[config.mk]
export PLATFORM = sky130hd
export DESIGN_NAME = lag_counter
export DESIGN_NICKNAME = d
export VERILOG_FILES = /design/src/rtl/lag_counter.sv
export SDC_FILE = /design/constraint.sdc
export NUM_CORES = 1
export LEC_CHECK = 0
export CORE_ASPECT_RATIO = 0.8
export CORE_MARGIN = 5
export CORE_UTILIZATION = 51
export DETAILED_ROUTE_END_ITERATION = 6
export PLACE_DENSITY = 0.72
export SLEW_MARGIN = 20
export SYNTH_ARGS = -nofsm -noshare
export SYNTH_HDL_FRONTEND = slang
export SYNTH_SLANG_ARGS = --single-unit
[constraint.sdc]
create_clock -name clock -period 2.3 [get_ports clock]
set_clock_uncertainty 0.1 [all_clocks]
set_input_delay 0.46 -clock clock [delete_from_list [all_inputs] [get_ports clock]]
set_output_delay 0.46 -clock clock [all_outputs]
set_load 0.02 [all_outputs]
[src/rtl/lag_counter.sv]
// ============================================================================
// lag_counter : start-to-photosensor latency timer with packed BCD result
// Rev 1.0
// ============================================================================
`default_nettype none

module lag_counter #(
  parameter int TICK_CYCLES        = 74,
  parameter int DEBOUNCE_CYCLES    = 16,
  parameter int SENSOR_ACTIVE_HIGH = 1,
  parameter int DIGITS             = 6
) (
  input  logic                  clock,
  input  logic                  reset_n,
  input  logic                  starttrigger,
  input  logic                  sensor,
  output logic [4*DIGITS-1:0]   bcdcount,
  output logic                  result_valid,
  output logic                  busy,
  output logic                  timeout
);

  localparam int PW = (TICK_CYCLES > 1) ? $clog2(TICK_CYCLES) : 1;
  localparam int DW = $clog2(DEBOUNCE_CYCLES + 1);
  localparam int BW = 4 * DIGITS;

  localparam logic          c_active_lvl = (SENSOR_ACTIVE_HIGH != 0);
  localparam logic [BW-1:0] c_max_count  = {DIGITS{4'h9}};
  localparam logic [PW-1:0] c_pre_last   = PW'(TICK_CYCLES - 1);
  localparam logic [DW-1:0] c_deb_full   = DW'(DEBOUNCE_CYCLES);
  localparam logic [DW-1:0] c_deb_last   = DW'(DEBOUNCE_CYCLES - 1);

  typedef enum logic [1:0] {
    ST_IDLE    = 2'd0,
    ST_RUN     = 2'd1,
    ST_DONE    = 2'd2,
    ST_TIMEOUT = 2'd3
  } state_t;

  state_t          state_q, state_d;
  logic            sync1_q, sync2_q;
  logic [DW-1:0]   deb_q, deb_d;
  logic            det_q, det_d;
  logic [PW-1:0]   pre_q, pre_d;
  logic [BW-1:0]   cnt_q, cnt_d;
  logic [BW-1:0]   bcd_q, bcd_d;
  logic            valid_q, valid_d;
  logic            tmo_q, tmo_d;
  logic            w_active;
  logic            w_tick;

  function automatic logic [BW-1:0] bcd_inc(input logic [BW-1:0] v);
    logic [BW-1:0] r;
    logic          carry;
    r     = v;
    carry = 1'b1;
    for (int i = 0; i < DIGITS; i++) begin
      if (carry) begin
        if (v[4*i +: 4] == 4'd9) begin
          r[4*i +: 4] = 4'd0;
        end else begin
          r[4*i +: 4] = v[4*i +: 4] + 4'd1;
          carry       = 1'b0;
        end
      end
    end
    return r;
  endfunction

  // Debounce counter saturates, so a held-active sensor yields exactly one det.
  assign w_active = (sync2_q == c_active_lvl);

  always_comb begin
    deb_d = deb_q;
    if (!w_active) begin
      deb_d = '0;
    end else if (deb_q != c_deb_full) begin
      deb_d = deb_q + DW'(1);
    end
    det_d = w_active && (deb_q == c_deb_last);
  end

  assign w_tick = (pre_q == c_pre_last);

  always_comb begin
    state_d = state_q;
    pre_d   = pre_q;
    cnt_d   = cnt_q;
    bcd_d   = bcd_q;
    valid_d = 1'b0;
    tmo_d   = tmo_q;
    case (state_q)
      ST_RUN: begin
        if (starttrigger) begin
          pre_d = '0;
          cnt_d = '0;
        end else if (w_tick && (cnt_q == c_max_count)) begin
          state_d = ST_TIMEOUT;
          bcd_d   = c_max_count;
          valid_d = 1'b1;
          tmo_d   = 1'b1;
        end else begin
          pre_d = w_tick ? '0 : pre_q + PW'(1);
          cnt_d = w_tick ? bcd_inc(cnt_q) : cnt_q;
          // The published result includes any tick landing on the det cycle.
          if (det_q) begin
            state_d = ST_DONE;
            bcd_d   = cnt_d;
            valid_d = 1'b1;
            tmo_d   = 1'b0;
          end
        end
      end
      default: begin
        if (starttrigger) begin
          state_d = ST_RUN;
          pre_d   = '0;
          cnt_d   = '0;
        end
      end
    endcase
  end

  always_ff @(posedge clock or negedge reset_n) begin
    if (!reset_n) begin
      state_q <= ST_IDLE;
      sync1_q <= ~c_active_lvl;
      sync2_q <= ~c_active_lvl;
      deb_q   <= '0;
      det_q   <= 1'b0;
      pre_q   <= '0;
      cnt_q   <= '0;
      bcd_q   <= '0;
      valid_q <= 1'b0;
      tmo_q   <= 1'b0;
    end else begin
      state_q <= state_d;
      sync1_q <= sensor;
      sync2_q <= sync1_q;
      deb_q   <= deb_d;
      det_q   <= det_d;
      pre_q   <= pre_d;
      cnt_q   <= cnt_d;
      bcd_q   <= bcd_d;
      valid_q <= valid_d;
      tmo_q   <= tmo_d;
    end
  end

  assign bcdcount     = bcd_q;
  assign result_valid = valid_q;
  assign timeout      = tmo_q;
  assign busy         = (state_q == ST_RUN);

endmodule

`default_nettype wire
==> key figures, run 1 <==
Power and ir drop
  • Clk pwr share: 0.455
  • Comb power frac: 0.041
  • Switching Fraction: 0.2288
  • Worst VDD drop: about 0.00034 V
  • Leak pwr: 2.009 nW
  • Int Power: approximately 1.8 mW
  • P_sw: between 0.5 and 0.6 mW
  • Power density cells: 531.9 nW/um^2
  • Sequential power share: 0.504

Worst setup path
  • R2r setup slk: 0.1 ns
  • Worst r2r dst: cnt_q[19]
  • Reg2reg start: cnt_q[1]
  • Critical path's largest stage delay: 0.39 ns
  • Crit-path cells: inv_1, ha_1, and3b_1, and4_2, o211ai_1, a221o_1, a22o_1
  • Worst path arrival time: 2.34 ns
  • WP buf/inv: 1
  • Type of destination of the critical path: flop
  • Worst Path Class, Setup: reg2reg
  • Register-to-Register Path Depth: 7
  • CP max-delay cell: dfrtp_1
  • Worst path required time: 2.44 ns
  • CP Launch Type: flop
  • Max FO, Critical Path: 6
  • Cell family with most CP delay: simple AND/OR/NAND/NOR gates

Timing
  • Final setup viols: 0
  • Worst-Margin Slew: 0.5625 ns
  • Final Max Slew Viols: 0
  • Fmax: approximately 0.45 GHz
  • Final Hold Fails: 0
  • RSZ-0062 raised after global routing: no
  • Fin crit period: 2.200 ns
  • Fin Setup TNS: 0 ns
  • Slew Limit Headroom: 0.6236
  • Final period utilization: 0.9566

Final layout
  • Nets: 445
  • Share of cells above drive strength 1: 0.1538
  • Ant diodes: 0
  • Filler cells: just under 600
  • Area delta synth->final: 21.10%
  • Register area: ~1700 um^2
  • Fin cells: 516
  • Multi-input logic area: 1866 um^2
  • Fin area: 4473 um^2

Logic synthesis
  • Synth area leaders: dfrtp_1, ha_1, nor2_1
  • Synth unique cells: between 60 and 70
  • Yosys warnings: 0
  • Syn nets: 392
  • Asr flop ratio synth: 1.000
  • Synth Area per Inst: 9.956 um^2
  • Yosys reg bits: 67
  • Main flop type after synthesis: dfrtp_1
  • Mapped Cells: about 370
  • Leading area contributor after synthesis: dfrtp_1
  • Register area share after synthesis: 0.4539
  • Area of the mapped netlist: 3694 um^2
  • Yosys top cell area share: 0.4539
  • Post-synth EDFFs: 0

Placed design
  • Post-Place Cells: 500
  • Port bufs: 30
  • Post-DP Area: 4245 um^2
  • Placer congestion estimate: 0.8476
  • HPWL after detailed placement: 6281 um

CTS
  • Htree depth: 3
  • Clock root buffer: clkbuf_8
  • Post-CTS setup buffer count: 0
  • Hold Buf Count CTS: 0
  • Sink Count: 67
  • Clk_lat worst skew: around 0.35 ns
  • Reg clk slew, reported paths: approximately 0.07 ns
  • CTS tree: yes
  • CTS max path bufs: 2
  • CTS buffer count: 9

GRT
  • Grt total ovfl: 0
  • Gr usage total: 0.2103
  • Vias in the first global route: 3021
  • Pin count of the biggest net entering global routing: between 60 and 70
  • First-pass GRT wire length: 15150 um
  • Initial antenna violation count: 0

Run
  • Max Cap Violations: 0

Floorplanning
  • Core Region: 6959 um^2
  • I/O pins: 31
  • # rows: 27
  • Die W: 105.1 um
  • Vert. Die Dim: 86.12 um
  • Die Area: 9055 um^2
  • Initial core utilization: 0.5307

Routing
  • DRT iter0 DRCs: 217
  • DRT Pass-1 Iters: 5
  • Avg Vias per Cell: 5.895
  • Total Wirelength: 8881 um
  • Routed length per instance: ~17 um
  • Post-route ant nets: 0
  • Via total after detailed routing: 3042
  • # DRC: 0

Worst hold path
  • Min-Delay Path Class: in2async

Status
  • Status: completed
## Yosys cell counts (2+ instances only)
| library cell | n |
|---|---|
| o21ai_0 | 10 |
| and2_1 | 3 |
| or3_1 | 2 |
| buf_4 | 4 |
| buf_2 | 7 |
| o31ai_1 | 3 |
| clkbuf_1 | 7 |
| dfrtp_1 | 67 |
| a21oi_1 | 22 |
| xnor2_1 | 4 |
| xor2_1 | 4 |
| nor4_1 | 3 |
| and3b_1 | 6 |
| a311oi_1 | 2 |
| nand2_1 | 25 |
| mux2_4 | 2 |
| mux2_2 | 2 |
| a22o_1 | 4 |
| a21o_1 | 4 |
| mux2i_1 | 8 |
| nand2b_1 | 5 |
| ha_1 | 17 |
| o22a_1 | 8 |
| nand3_1 | 17 |
| nor3_1 | 15 |
| a211oi_1 | 9 |
| o2bb2ai_1 | 9 |
| a31oi_1 | 4 |
| nand4_1 | 4 |
| a41oi_1 | 3 |
| nor2b_1 | 3 |
| inv_1 | 11 |
| nand4_4 | 2 |
| o32a_1 | 2 |
| nor2_1 | 42 |
| nand3b_1 | 5 |
## how the worst max path moves through the flow
stage / startpoint / to / slack, ns / cells after the start
floorplan: cnt_q[0] / bcdcount[14] / 0.20 / 8
global placement: cnt_q[1] / bcdcount[16] / 0.13 / 8
detailed placement: cnt_q[1] / bcdcount[16] / 0.06 / 8
CTS: cnt_q[1] / bcdcount[16] / 0.05 / 8
global route: cnt_q[1] / bcdcount[16] / 0.01 / 8
finish: cnt_q[1] / cnt_q[19] / 0.1 / 7
## sequential cells by signal (all words and copies together), names as in the netlist
name and flops:
sync1_q 1, result_valid 1, pre_q 7, bcdcount 24, cnt_q 24, deb_q 5, timeout 1, state_q 2
sync2_q 1, det_q 1
## area by class of cell
cell class,instances,area share
Multi-Input combinational cell,272,0.4171
Sequential cell,67,0.3748
Timing Repair Buffer,62,0.1250
Clock buffer,10,0.02853
Tap cell,87,0.02434
Clock inverter,6,0.02014
Inverter,12,0.01007
## cell families after synthesis
group	after synthesis	share of synthesized area
AND/OR/NAND/NOR	144	0.2155
multiplexers	12	0.03591
adder cells (fa/ha/maj)	17	0.05759
buffers and inverters	32	0.04404
XOR/XNOR	8	0.01897
AO/OA/AOI/OAI	91	0.1741
flip-flops	67	0.4539
## metrics by stage
stage / utilization / power [mW] / hold WS [ns] / setup slack [ns]
after detailed placement: 0.6100 / 1.321 / 0.2503 / 0.06030
after CTS: 0.6411 / 2.420 / 0.02165 / 0.04673
after floorplan: - / 1.267 / 0.06441 / 0.2030
after global placement: 0.6100 / 1.318 / 0.2342 / 0.1285
after global routing: 0.6428 / 2.483 / 0.03017 / 0.01019
final: 0.6428 / 2.379 / 0.01142 / 0.09976
## layer usage
layer | GRT usage | vias to the layer above | wire length (um)
li1 | - | 1460 | -
met1 | 0.2978 | 1458 | 4370
met2 | 0.3086 | 107 | 3769
met3 | 0.05794 | 17 | 602
met4 | 0.07898 | 0 | 138
met5 | 0 | - | 0
## worst reg2reg max path, stage by stage (launching register included)
cell,delay [ns]
dfrtp_1,0.39
inv_1,0.06
ha_1,0.14
and3b_1,0.34
and4_2,0.37
o211ai_1,0.11
a221o_1,0.39
a22o_1,0.18
## cell usage in the layout, fill, tap and decap left out, types with 10 or more instances in the layout
cell             count
a21oi_1             22
buf_4               30
clkdlybuf4s50_1     28
dfrtp_1             67
ha_1                17
inv_1               11
nand2_1             25
nand3_1             17
nor2_1              40
nor3_1              15
o21ai_0             10
## power by group through the flow
| stage | Clock, mW | Combinational (mW) | Sequential, mW |
|---|---|---|---|
| detailed placement | 0 | 0.0989 | 1.22 |
| global route | 1.17 | 0.109 | 1.20 |
| global placement | 0 | 0.0960 | 1.22 |
| floorplan | 0 | 0.0454 | 1.22 |
| finish | 1.08 | 0.0969 | 1.20 |
| CTS | 1.12 | 0.0990 | 1.20 |
## timing repair
action                                  CTS  global route
endpoints found under the hold margin     0             0
gates resized for setup                   1             5
endpoints found under the setup margin    1            13
Note: power is estimated with default switching activity, not from simulation.
==> run 2, diff against run 1 <==
--- a/config.mk
+++ b/config.mk
@@ -5,11 +5,14 @@
 export SDC_FILE = /design/constraint.sdc
 export NUM_CORES = 1
 export LEC_CHECK = 0
+export ABC_CLOCK_PERIOD_IN_PS = 2300
 export CORE_ASPECT_RATIO = 0.8
 export CORE_MARGIN = 5
 export CORE_UTILIZATION = 51
 export DETAILED_ROUTE_END_ITERATION = 6
+export GPL_TIMING_DRIVEN = 0
 export PLACE_DENSITY = 0.72
+export SETUP_SLACK_MARGIN = 0.05
 export SLEW_MARGIN = 20
 export SYNTH_ARGS = -nofsm -noshare
 export SYNTH_HDL_FRONTEND = slang
==> run 2 against run 1 <==
Effect of this change: clock power rose by 4%; final cell count rose by 0.39%; critical path type unchanged; count of clock-buffer cells in the layout did not move; non-clock buffer count rose by 1; register-to-register slack got worse by 0.06 ns; global-route usage rose by 0.45 points; largest power group unchanged; setup slack got worse by 0.055 ns; wire length rose by 6.9%; sequential cell count did not move; sequential share of layout area fell by 0.55 points.
==> key figures, run 2 (synthesis results as in run 1) <==
Timing
  • Final period utilization: 0.9806 (+0.02400)
  • RSZ-0062 raised after global routing: yes
  • Final setup viols: 0 (unchanged)
  • Fin crit period: 2.255 ns (+0.05519 ns)
  • Final Hold Fails: 0 (unchanged)
  • Final Max Slew Viols: 0 (unchanged)
  • Fmax: 0.4434 GHz (-2.4%)
  • Worst-Margin Slew: 0.7064 ns (+0.1439 ns)
  • Slew Limit Headroom: 0.5291 (-0.09457)
  • Fin Setup TNS: 0 ns (unchanged)

Final layout
  • Commonest non-fill, non-tap cell in the layout: dfrtp_1
  • Most frequent cells in the layout: dfrtp_1, nor2_1, clkdlybuf4s50_1
  • Nets: 447 (+0.45%)
  • Fin area: 4553 um^2 (+1.8%)
  • Ant diodes: 0 (unchanged)
  • Share of cells above drive strength 1: 0.1763 (+0.02249)
  • Area delta synth->final: 23.27%
  • Filler cells: 584 (+0.34%)

Power and ir drop
  • Leak pwr: 2.004 nW (-0.24%)
  • Switching Fraction: 0.2324 (+0.003547)
  • Comb power frac: 0.040 (about the same)
  • Int Power: 1.858 mW (+1.3%)
  • P_sw: 0.5626 mW (+3.3%)
  • Worst VDD drop: 0.0003730 V (+10%)
  • Power density cells: 531.7 nW/um^2 (about the same)
  • Clk pwr share: 0.464 (+0.009)
  • Sequential power share: 0.496 (-0.008)

Worst setup path
  • Max FO, Critical Path: 6 (unchanged)
  • WP buf/inv: 4 (+3)
  • Worst path most repeated cell: buf_6
  • Cell family with most CP delay: simple AND/OR/NAND/NOR gates
  • Worst Path Class, Setup: reg2reg
  • CP Launch Type: flop
  • Type of destination of the critical path: flop
  • Critical path's largest stage delay: 0.43 ns (+0.04 ns)
  • CP max-delay cell: dfrtp_1
  • Crit-path cells: inv_1, ha_1, and3b_1, buf_6, nand2_2, or3_4, buf_6, nand3_4, clkbuf_16, o2bb2ai_1
  • Worst path arrival time: 2.40 ns (+0.06 ns)
  • Worst path required time: 2.44 ns (about the same)

Floorplanning
  • Vert. Die Dim: 86.12 um (unchanged)
  • Initial core utilization: 0.5307 (unchanged)
  • # rows: 27 (unchanged)
  • I/O pins: 31 (unchanged)
  • Core Region: 6959 um^2 (unchanged)
  • Die W: 105.1 um (unchanged)
  • Die Area: 9055 um^2 (unchanged)

CTS
  • Sink Count: 67 (unchanged)
  • Htree depth: 3 (unchanged)
  • Clk_lat worst skew: 0.36 ns (about the same)
  • CTS buffer count: 9 (unchanged)
  • Clock root buffer: clkbuf_8
  • CTS tree: yes
  • Reg clk slew, reported paths: 0.08 ns (about the same)
  • CTS max path bufs: 2 (unchanged)

Routing
  • Via total after detailed routing: 3129 (+2.9%)
  • Metal3 WL: 516 um (-14%)
  • Total Wirelength: 9495 um (+6.9%)
  • # DRC: 0 (unchanged)
  • Metal-1 WL: 4547 um (+4.1%)
  • Max Used Layer: met4
  • Avg Vias per Cell: 6.041 (+2.5%)
  • DRT Pass-1 Iters: 5 (unchanged)
  • DRT iter0 DRCs: 245 (+13%)
  • Post-route ant nets: 0 (unchanged)
  • DR WL met2: 4269 um (+13%)
  • Routed length per instance: 18.33 um (+6.5%)

GRT
  • Gr usage total: 0.2149 (+0.004546)
  • Pin count of the biggest net entering global routing: 44 (-35%)
  • First-pass GRT wire length: 15470 um (+2.1%)
  • Vias in the first global route: 3011 (-0.33%)
  • Initial antenna violation count: 0 (unchanged)
  • Grt total ovfl: 0 (unchanged)

Run
  • Max Cap Violations: 0 (unchanged)

Placed design
  • Post-DP Area: 4110 um^2 (-3.2%)
  • Port bufs: 29 (-3.3%)
  • Placer congestion estimate: 0.8444 (-0.38%)
  • HPWL after detailed placement: 6363 um (+1.3%)

Worst hold path
  • Min-Delay Path Class: reg2reg

Status
  • Status: completed
==> run 2: changes by cell type in the layout (fill, tap and decap cells not counted), moves of 2 or more <==
| cell | delta |
|---|---|
| and3b_2 | +2 |
| clkbuf_2 | +2 |
| clkbuf_1 | +3 |
| buf_2 | +2 |
| dfrtp_1 | -4 |
| dfrtp_2 | +4 |
| and3b_1 | -2 |
| buf_4 | -16 |
| buf_6 | +7 |
| clkinvlp_4 | +2 |
==> run 2: worst paths after layout <==
path / from / to / slack, ns / depth (start not counted)
worst max-delay path: cnt_q[1] / bcdcount[13] / 0.04 / 10
worst min-delay path: sync1_q / sync2_q / 0.25 / 0
worst max register to register: cnt_q[1] / bcdcount[13] / 0.04 / 10
worst min register to register: sync1_q / sync2_q / 0.25 / 0
max in group asynchronous: reset_n / cnt_q[16] / 1.11 / 3
min in group asynchronous: reset_n / cnt_q[6] / 0.44 / 2
==> run 2: repair_timing <==
action                                  4_1_cts  5_1_grt
setup buffers                                 5        6
endpoints found under the setup margin       30       44
hold buffers                                  1        0
pin swaps                                     1        5
endpoints found under the hold margin        24        0
gates cloned                                  0        2
resized for setup                             5       32
==> run 2: cell type report <==
class | count | area (um^2) | area share
well taps | 87 | 108.9 | 0.02391
plain buffers | 20 | 156.4 | 0.03435
flip-flops and latches | 67 | 1682 | 0.3693
inverters | 12 | 48.80 | 0.01072
repair buffers | 43 | 424.2 | 0.09316
multi-input cells | 273 | 1907 | 0.4188
clock inverters | 6 | 88.84 | 0.01951
clock buffers | 10 | 137.6 | 0.03023
==> run 2: stage by stage <==
step	hold WS (ns)	worst slack [ns]	util	std cells	total power [mW]
after floorplan	0.06441	0.2030	-	371	1.267
after global placement	0.2334	-1.599	0.5881	487	1.312
after detailed placement	0.2387	-0.05098	0.5906	488	1.319
after CTS	0.2499	0.04229	0.6307	510	2.432
after global routing	0.2692	-0.06086	0.6543	518	2.508
final	0.2478	0.04456	0.6543	518	2.421
==> run 2: per-layer routing <==
metal  track usage  vias up
li1              -     1470
met1        0.3074     1534
met2        0.3206      112
met3       0.05418       13
met4       0.06852        0
met5             0        -
==> run 2: power by group through the flow <==
stage / combinational [mW] / sequential (mW) / clock [mW]
CTS: 0.0967 / 1.20 / 1.14
finish: 0.0968 / 1.20 / 1.12
detailed placement: 0.0953 / 1.22 / 0
floorplan: 0.0454 / 1.22 / 0
global placement: 0.0884 / 1.22 / 0
global route: 0.111 / 1.20 / 1.19
==> RTL edit, RTL diff (settings of run 1) <==
Add an input register stage for `starttrigger` and `sensor`; this delays them by one clock.
--- a/src/rtl/lag_counter.sv
+++ b/src/rtl/lag_counter.sv
@@ -37,4 +37,12 @@
     ST_TIMEOUT = 2'd3
   } state_t;
+
+  logic starttrigger_q;
+  logic sensor_q;
+
+  always_ff @(posedge clock) begin
+    starttrigger_q <= starttrigger;
+    sensor_q       <= sensor;
+  end
 
   state_t          state_q, state_d;
@@ -92,5 +100,5 @@
     case (state_q)
       ST_RUN: begin
-        if (starttrigger) begin
+        if (starttrigger_q) begin
           pre_d = '0;
           cnt_d = '0;
@@ -113,5 +121,5 @@
       end
       default: begin
-        if (starttrigger) begin
+        if (starttrigger_q) begin
           state_d = ST_RUN;
           pre_d   = '0;
@@ -136,5 +144,5 @@
     end else begin
       state_q <= state_d;
-      sync1_q <= sensor;
+      sync1_q <= sensor_q;
       sync2_q <= sync1_q;
       deb_q   <= deb_d;
Check against the original RTL: not equivalent (Yosys sat finds a counterexample within 4 cycles, from zero or initial values and one cycle with reset_n low).
==> RTL edit against run 1 <==
  * Wire length rose by 4.0%
  * Worst setup slack lost 0.038 ns
  * Critical path depth increased by 1
  * Final cell count up 1.4%
  * Sequential cell count increased by 2
  * Highest routed layer unchanged
  * Final area increased by 4.5%
  * Synthesized area is 2.0% higher
  * First-iteration DRC count down 15%
  * Non-clock buffer count up 4
  * Power rose by 5.1%
  * Clock power increased by 4%
  * Hold slack better by 0.22 ns
  * Largest power group unchanged
==> RTL edit: results (changes against run 1) <==
| Parameter | This run | Unit | Delta |
|---|---|---|---|
| Dominant register cell in the synthesized netlist | dfrtp_1 | - |  |
| Async SR Flop Fraction | 97.1 | % | -2.9 points |
| Place WS | 0.0383 | ns | -0.0220 ns |
| Critical path's slowest cell | or4_1 | - |  |
| Number of port buffers | 30 | - | unchanged |
| Highest fanout seen on the critical path | 8 | - | +2 |
| Slowest cell delay on critical path | 0.54 | ns | +0.15 ns |
| Warning count from the yosys run | 0 | - | unchanged |
| Leakage power figure | 0.00217 | uW | +7.8% |
| CTS Buf Count | 9 | - | unchanged |
| Synth area leaders | dfrtp_1, ha_1, nor2_1, a2bb2oi_2, o21ai_0 | - |  |
| Total number of nets in the final design | 449 | - | +0.90% |
| Global-route wire length before repair | 15,200 | um | +0.41% |
| Combined global-route utilization of all metal layers | 21.0 | % | -0.078 points |
| Worst slew margin | 72.7 | % | +10 points |
| Total cell area at the placement stage | 0.00436 | mm2 | +2.6% |
| Class of the worst hold path | register to register | - |  |
| Number of global-route vias before repair | 3,057 | - | +1.2% |
| Number of violations reported at the end of detailed-routing iteration 0 | 185 | - | -15% |
| Antenna diode count | 0 | - | unchanged |
| Share of synthesized area occupied by flip-flops and latches | 45.6 | % | +0.19 points |
| RD Place Congestion | 0.840 | - | -0.85% |
| Detailed placement HPWL | 6590 | um | +4.9% |
| Outcome | complete, no violations | - |  |
| Post-Synthesis Net Count | 382 | - | -2.6% |
| Layout cells sized above 1 | 21.2 | % | +5.9 points |
| Clock input transition at the sequential cells of the worst setup and hold paths | 0.08 | ns |  |
| Via density per instance | 5.96 | - | +1.1% |
| Worst vdd rail ir drop | 0.328 | mV | -2.9% |
| Yosys cell types | 63 | - | +1.6% |
| Maximum number of pins on one net before global-route repair | 52 | - | -24% |
| Total wire length | 9240 | um | +4.0% |
| Number of detailed-route iterations in the first pass | 5 | - | unchanged |
| Top cells by count, synth | dfrtp_1, nor2_1, o21ai_0, a21oi_1, nand3_1 | - |  |
| Worst Path Arrival | 2.37 | ns | +0.03 ns |
==> RTL edit: power by group <==
part           total, uW  switching (uW)  internal (uW)
logic                113            66.7           46.2
clock network       1120             478            642
registers           1270            31.3           1240
total               2500             576           1930
==> RTL edit: area by class of cell <==
type                       count  area, um2
sequential                    69       1720
tap                           90        113
fill                         612       2610
clock buffer                  11        141
inverter                      17       76.3
clock inverter                 5       83.8
multi-input combinational    265       1950
timing repair buffer          66        593
==> RTL edit: metal layers <==
layer,up-vias,share of wire (%),track usage (%)
met5,-,0,0
met4,0,2.0,6.59
met3,21,5.8,6.30
met2,115,46,32.6
met1,1518,46,28.4
li1,1463,-,-
==> RTL edit: final timing paths <==
path	start	end	depth (start not counted)	slack [ns]
setup / recovery	cnt_q[1]	bcdcount[23]	8	0.06
hold / removal	sensor_q	sync1_q	0	0.24
setup reg to reg	cnt_q[1]	bcdcount[23]	8	0.06
hold reg to reg	sensor_q	sync1_q	0	0.24
max in group asynchronous	reset_n	state_q[0]	3	1.01
min in group asynchronous	reset_n	result_valid	2	0.46
==> RTL edit: per-stage QoR <==
| stage | util (%) | instances |
|---|---|---|
| after floorplan | - | 361 |
| after global placement | 59.8 | 502 |
| after detailed placement | 59.8 | 502 |
| after CTS | 63.0 | 519 |
| after global routing | 64.1 | 523 |
| final | 64.1 | 523 |
==> RTL edit: worst register-to-register path, delay by kind of cell (launching register included) <==
kind | cells | cell delay, ns
adders and majority gates | 1 | 0.15
and+or+nand+nor | 4 | 1.10
AOI/OAI and AO/OA | 1 | 0.13
DFF | 1 | 0.39
buffers and inverters | 2 | 0.25
==> RTL edit: cells by family (layout without fill, tap and decap cells) <==
logic type	count (synthesis)	in the layout	synth area share, %
adders and majority gates	17	17	5.65
DFF	69	69	45.6
AOI/OAI and AO/OA	95	95	18.3
muxes	17	17	4.82
xor gates and xnor gates	5	5	1.16
buffers and inverters	27	99	4.05
and+or+nand+nor	131	131	20.4
==> RTL edit: timing repair <==
action | 4_1_cts | 5_1_grt
hold endpoints to repair | 16 | 0
gates resized for setup | 1 | 14
pin swaps | 0 | 2
hold buffers | 1 | 0
buffers inserted | 0 | 4
setup endpoints to repair | 1 | 25
